===== src/rtl/lot_lane_controller.sv =====
// Single-lane parking-lot gate sequencer: round-robin in/out grants, passage timeout, occupancy count.
// Optional build macro LOT_RESERVE_EN adds a vip input and a RESERVED block of spaces only vip drivers may use.
module lot_lane_controller #(
  parameter int CAPACITY = 16,
  parameter int CNT_W    = 5,
  parameter int TIMEOUT  = 200,
  parameter int TO_W     = 8
`ifdef LOT_RESERVE_EN
  ,
  parameter int RESERVED = 2
`endif
) (
  input  logic             clk,
  input  logic             reset,
  input  logic             req_in,
  input  logic             req_out,
`ifdef LOT_RESERVE_EN
  input  logic             vip,
`endif
  input  logic             enter,
  input  logic             exit,
  output logic             open_in,
  output logic             open_out,
  output logic             busy,
  output logic [CNT_W-1:0] count,
  output logic             full,
  output logic             empty,
  output logic             timeout_err
);

  localparam logic [1:0] S_IDLE      = 2'd0;
  localparam logic [1:0] S_GRANT_IN  = 2'd1;
  localparam logic [1:0] S_GRANT_OUT = 2'd2;
  localparam logic [1:0] S_CLEAR     = 2'd3;

  localparam logic DIR_IN  = 1'b0;
  localparam logic DIR_OUT = 1'b1;

  localparam logic [CNT_W-1:0] CAP_C     = CNT_W'(CAPACITY);
  localparam logic [TO_W-1:0]  TO_LAST_C = TO_W'(TIMEOUT - 1);

`ifdef LOT_RESERVE_EN
  // Clamp so an oversized reservation simply locks out non-vip entry.
  localparam int               RES_LIM   = CAPACITY - RESERVED;
  localparam logic [CNT_W-1:0] RES_LIM_C = CNT_W'((RES_LIM < 0) ? 0 : RES_LIM);
`endif

  logic [1:0]       r_state;
  logic             r_last_dir;
  logic [CNT_W-1:0] r_count;
  logic [TO_W-1:0]  r_timer;

  logic [1:0]       w_state_nxt;
  logic             w_last_dir_nxt;
  logic [CNT_W-1:0] w_count_nxt;
  logic [TO_W-1:0]  w_timer_nxt;
  logic             w_full;
  logic             w_empty;
  logic             w_elig_in;
  logic             w_elig_out;
  logic             w_timeout;

  assign w_full  = (r_count == CAP_C);
  assign w_empty = (r_count == '0);

`ifdef LOT_RESERVE_EN
  assign w_elig_in = req_in & (vip ? (r_count < CAP_C) : (r_count < RES_LIM_C));
`else
  assign w_elig_in = req_in & ~w_full;
`endif
  assign w_elig_out = req_out & ~w_empty;

  // Expiry is suppressed when the matching passage arrives in the same cycle.
  always_comb begin
    w_timeout = 1'b0;
    if (r_timer == TO_LAST_C) begin
      if (r_state == S_GRANT_IN)  w_timeout = ~enter;
      if (r_state == S_GRANT_OUT) w_timeout = ~exit;
    end
  end

  always_comb begin
    w_state_nxt    = r_state;
    w_last_dir_nxt = r_last_dir;
    w_timer_nxt    = '0;
    case (r_state)
      S_IDLE: begin
        if (w_elig_in && (!w_elig_out || r_last_dir == DIR_OUT)) begin
          w_state_nxt    = S_GRANT_IN;
          w_last_dir_nxt = DIR_IN;
        end else if (w_elig_out) begin
          w_state_nxt    = S_GRANT_OUT;
          w_last_dir_nxt = DIR_OUT;
        end
      end
      S_GRANT_IN: begin
        if (enter || w_timeout) w_state_nxt = S_CLEAR;
        else                    w_timer_nxt = r_timer + TO_W'(1);
      end
      S_GRANT_OUT: begin
        if (exit || w_timeout) w_state_nxt = S_CLEAR;
        else                   w_timer_nxt = r_timer + TO_W'(1);
      end
      default: w_state_nxt = S_IDLE;
    endcase
  end

  // Occupancy tracks every passage regardless of grant direction.
  always_comb begin
    w_count_nxt = r_count;
    if (enter && !exit && !w_full)
      w_count_nxt = r_count + CNT_W'(1);
    else if (exit && !enter && !w_empty)
      w_count_nxt = r_count - CNT_W'(1);
  end

  always_ff @(posedge clk) begin
    if (reset) begin
      r_state    <= S_IDLE;
      r_last_dir <= DIR_OUT;
      r_count    <= '0;
      r_timer    <= '0;
    end else begin
      r_state    <= w_state_nxt;
      r_last_dir <= w_last_dir_nxt;
      r_count    <= w_count_nxt;
      r_timer    <= w_timer_nxt;
    end
  end

  assign open_in     = (r_state == S_GRANT_IN);
  assign open_out    = (r_state == S_GRANT_OUT);
  assign busy        = (r_state != S_IDLE);
  assign count       = r_count;
  assign full        = w_full;
  assign empty       = w_empty;
  assign timeout_err = w_timeout;

endmodule


===== config.mk =====
export PLATFORM = sky130hd
export DESIGN_NAME = lot_lane_controller
export DESIGN_NICKNAME = d
export VERILOG_FILES = /design/src/rtl/lot_lane_controller.sv
export SDC_FILE = /design/constraint.sdc
export NUM_CORES = 1
export LEC_CHECK = 0
export CORE_MARGIN = 2
export CORE_UTILIZATION = 45
export DETAILED_ROUTE_END_ITERATION = 16
export PLACE_DENSITY = 0.73
export RECOVER_POWER = 50
export SYNTH_ARGS = -nofsm -noshare
export SYNTH_HDL_FRONTEND = slang
export SYNTH_SLANG_ARGS = --single-unit

===== constraint.sdc =====
create_clock -name clk -period 2.2 [get_ports clk]
set_input_delay 0.22 -clock clk [delete_from_list [all_inputs] [get_ports clk]]
set_output_delay 0.22 -clock clk [all_outputs]
set_load 0.02 [all_outputs]

==> results.cfg <==
[yosys]
ys_warn_count = 0
postSynthCellCount = 106
postSynthNetCount = 121
ys_types = 33
synth-seq-area-share = 0.340
synth-seq-cells = 16
netlist_area_sq_um = 942
syn_avg_cell_area_sq_um = 8.89

[floorplanning]
fp.dieW_um = 49.8
dieArea_sq_mm = 0.00248
coreArea_sq_mm = 0.00196
die_h_um = 49.8
io_pins = 17
rows = 16
floorplan.initialDensity = 0.480

[cells_and_area]
finalNetCount = 149
drive_gt1_frac = 0.128
fill_cells = 194
layout_common_cells = 19 x nor2_1, 16 x dfxtp_1, 8 x ha_1, 8 x buf_4
regArea_sq_um = 320
multi_input_area_sq_um = 593
layout_commonest_cell = nor2_1
areaGrowthSynthToFinish_pct = 30.0
n_antenna_cell = 0

[setup_path]
crit_chain = nor4_2 -> nand2_1 -> nand2b_1 -> ha_1 -> a21o_1 -> a21oi_1 -> mux4_2 -> nor2_1
critPathMaxStageDelay_ns = 0.37
r2r_end = count[4]
worst_setup_path_start_kind = register
r2r-start = count[0]
worst_path_max_delay_cell = nor4_2
r2r_slack_ns = 0.1
critPathArrivalTime_ns = 2.33
cp_max_fo = 4
critPathCapture = count[4]
endpoint_kind = register
worstSetupStartpoint = count[0]
reg2regPathDepth = 8
worstSetupPathType = register to register
worst_ep_required_time_ns = 2.43

[clock_network]
clk_pin_slew_ns = 0.09
ctsHoldBuffers = 0
cts_made_buffers = 3
clock_latency_ns = 0.29
cts_setup_buffers = 0
clk_path_buf_depth = 2
clock_sinks = 16
cts_resized = 3
clock-root-buffer = clkbuf_4
cts_tree = yes
htree_levels = 1

[routing]
drc_errors = 0
via_per_inst = 5.13
wl_per_cell_um = 11.9
drtPass1Iterations = 4
dr.first_iter.drc_count = 13
routed_wl_um = 1900
final_antenna_net_count = 0
vias = 820

[pwr]
power.share.clock = 0.148
total_power_mw = 1.31
combPwrFrac = 0.549
vdd_ir_drop_max_uv = 566
total_leakage_power_nw = 0.539
switching_share = 0.391
power.switching_uw = 512
power_density_mw_per_mm2 = 1070
seqPwrFrac = 0.303
power.internal_uw = 799

[timing]
slew_headroom = 0.675
finalHoldViolations = 0
max_freq_mhz = 476
worstMarginPinSlew_ns = 0.484
fin_crit_sh = 0.956
period_needed_ns = 2.10
fin_worst_skew_ns = 0.000990
whs_ns = 0.459
setup_viol = 0
rsz0062_at_grt = no
slew_viol_final = 0

[min_path]
hold_class = register to register
hold_path_depth = 1

[global_routing]
antenna_found_initial = 0
grt_pass1_vias = 798
grt_pass1_wl_um = 3480
grtUsageTotal = 0.181
grt_max_degree = 11
grt_remaining_overflow = 0

[flow_run]
max_cap_violations = 0

[placed_design]
dpl.hpwl_um = 1480
gp_congestion = 0.898
port_buffers = 16

[outcome]
status = completed
[cell families after synthesis]
| logic type | Yosys count | synth area share |
|---|---|---|
| AO/OA/AOI/OAI | 18 | 0.129 |
| XOR/XNOR | 9 | 0.0837 |
| adder cells (fa/ha/maj) | 9 | 0.127 |
| buffers and inverters | 9 | 0.0372 |
| flip-flops | 16 | 0.340 |
| multiplexers | 6 | 0.0784 |
| AND/OR/NAND/NOR | 39 | 0.205 |
[synth_stat cells]
cell type / n / area [sq um]
nand2_1: 2 / 7.51
a311o_1: 1 / 10.0
mux4_2: 1 / 22.5
or3b_2: 1 / 8.76
o21a_1: 1 / 7.51
a211oi_1: 2 / 15.0
nand2b_1: 3 / 18.8
a21oi_1: 3 / 15.0
o21ai_1: 1 / 5.00
a31oi_1: 2 / 12.5
o21ai_0: 2 / 10.0
o2111ai_1: 1 / 8.76
nand3_1: 5 / 25.0
mux2_1: 1 / 11.3
buf_2: 1 / 5.00
xnor2_1: 6 / 52.6
a21o_1: 3 / 22.5
dfxtp_1: 16 / 320
ha_1: 8 / 100
nor4_1: 1 / 6.26
nor3_1: 1 / 5.00
inv_1: 7 / 26.3
o21ai_2: 1 / 8.76
o22ai_1: 1 / 6.26
or4_4: 1 / 11.3
and3_1: 2 / 12.5
nor2b_1: 3 / 18.8
clkbuf_1: 1 / 3.75
mux2i_1: 4 / 40.0
nor2_1: 19 / 71.3
fa_1: 1 / 20.0
and2b_1: 1 / 7.51
xor2_1: 3 / 26.3
[routing by layer]
metal  track usage  vias up  routed length [um]
met5             0        -                   0
met4        0.0833        0                  27
met3        0.0455        3                  93
met2         0.278       21                 856
met1         0.238      377                 927
li1              -      419                   -
[metrics by stage]
step,util,TNS [ns],setup slack (ns),cell area (sq um),instances
4_1_cts,0.629,0,0.0467,1230,160
6_report,0.624,0,0.0974,1220,160
5_1_grt,0.624,0,0.0186,1220,160
2_1_floorplan,-,0,0.0288,942,106
3_3_place_gp,0.609,0,0.0442,1190,156
3_5_place_dp,0.609,-0.0259,-0.0259,1190,156
[worst min path at each step]
stage | slack, ns | end | from
2_1_floorplan | 0.41 | r_timer[0] | r_timer[0]
3_3_place_gp | 0.43 | r_timer[0] | r_timer[0]
6_report | 0.46 | r_timer[0] | r_timer[0]
5_1_grt | 0.49 | r_timer[0] | r_timer[0]
4_1_cts | 0.45 | r_timer[0] | r_timer[0]
3_5_place_dp | 0.44 | r_timer[0] | r_timer[0]
[worst max-delay path, delay by kind of cell (launching register included)]
family	cells	cell delay, ns
AND/OR/NAND/NOR	4	0.79
flip-flops	1	0.33
adder cells (fa/ha/maj)	1	0.30
multiplexers	1	0.30
AO/OA/AOI/OAI	2	0.32
[sequential cells by signal (all words and copies together), names as in the netlist]
signal,cells
r_timer,8
count,5
r_state,2
r_last_dir,1
[cell type report]
class                      instances  share of cell area
tap                               27              0.0276
timing repair buffer              25               0.176
inverter                           7              0.0215
clock buffer                       4              0.0296
sequential                        16               0.261
multi-input combinational         81               0.484
[power groups by stage]
| stage | combinational (mW) | clock [mW] | sequential (mW) |
|---|---|---|---|
| after detailed placement | 0.750 | 0 | 0.400 |
| after global routing | 0.801 | 0.220 | 0.406 |
| after floorplan | 0.439 | 0 | 0.437 |
| after CTS | 0.750 | 0.203 | 0.397 |
| after global placement | 0.745 | 0 | 0.396 |
| final | 0.720 | 0.194 | 0.397 |
Note: power is estimated with default switching activity, not from simulation.
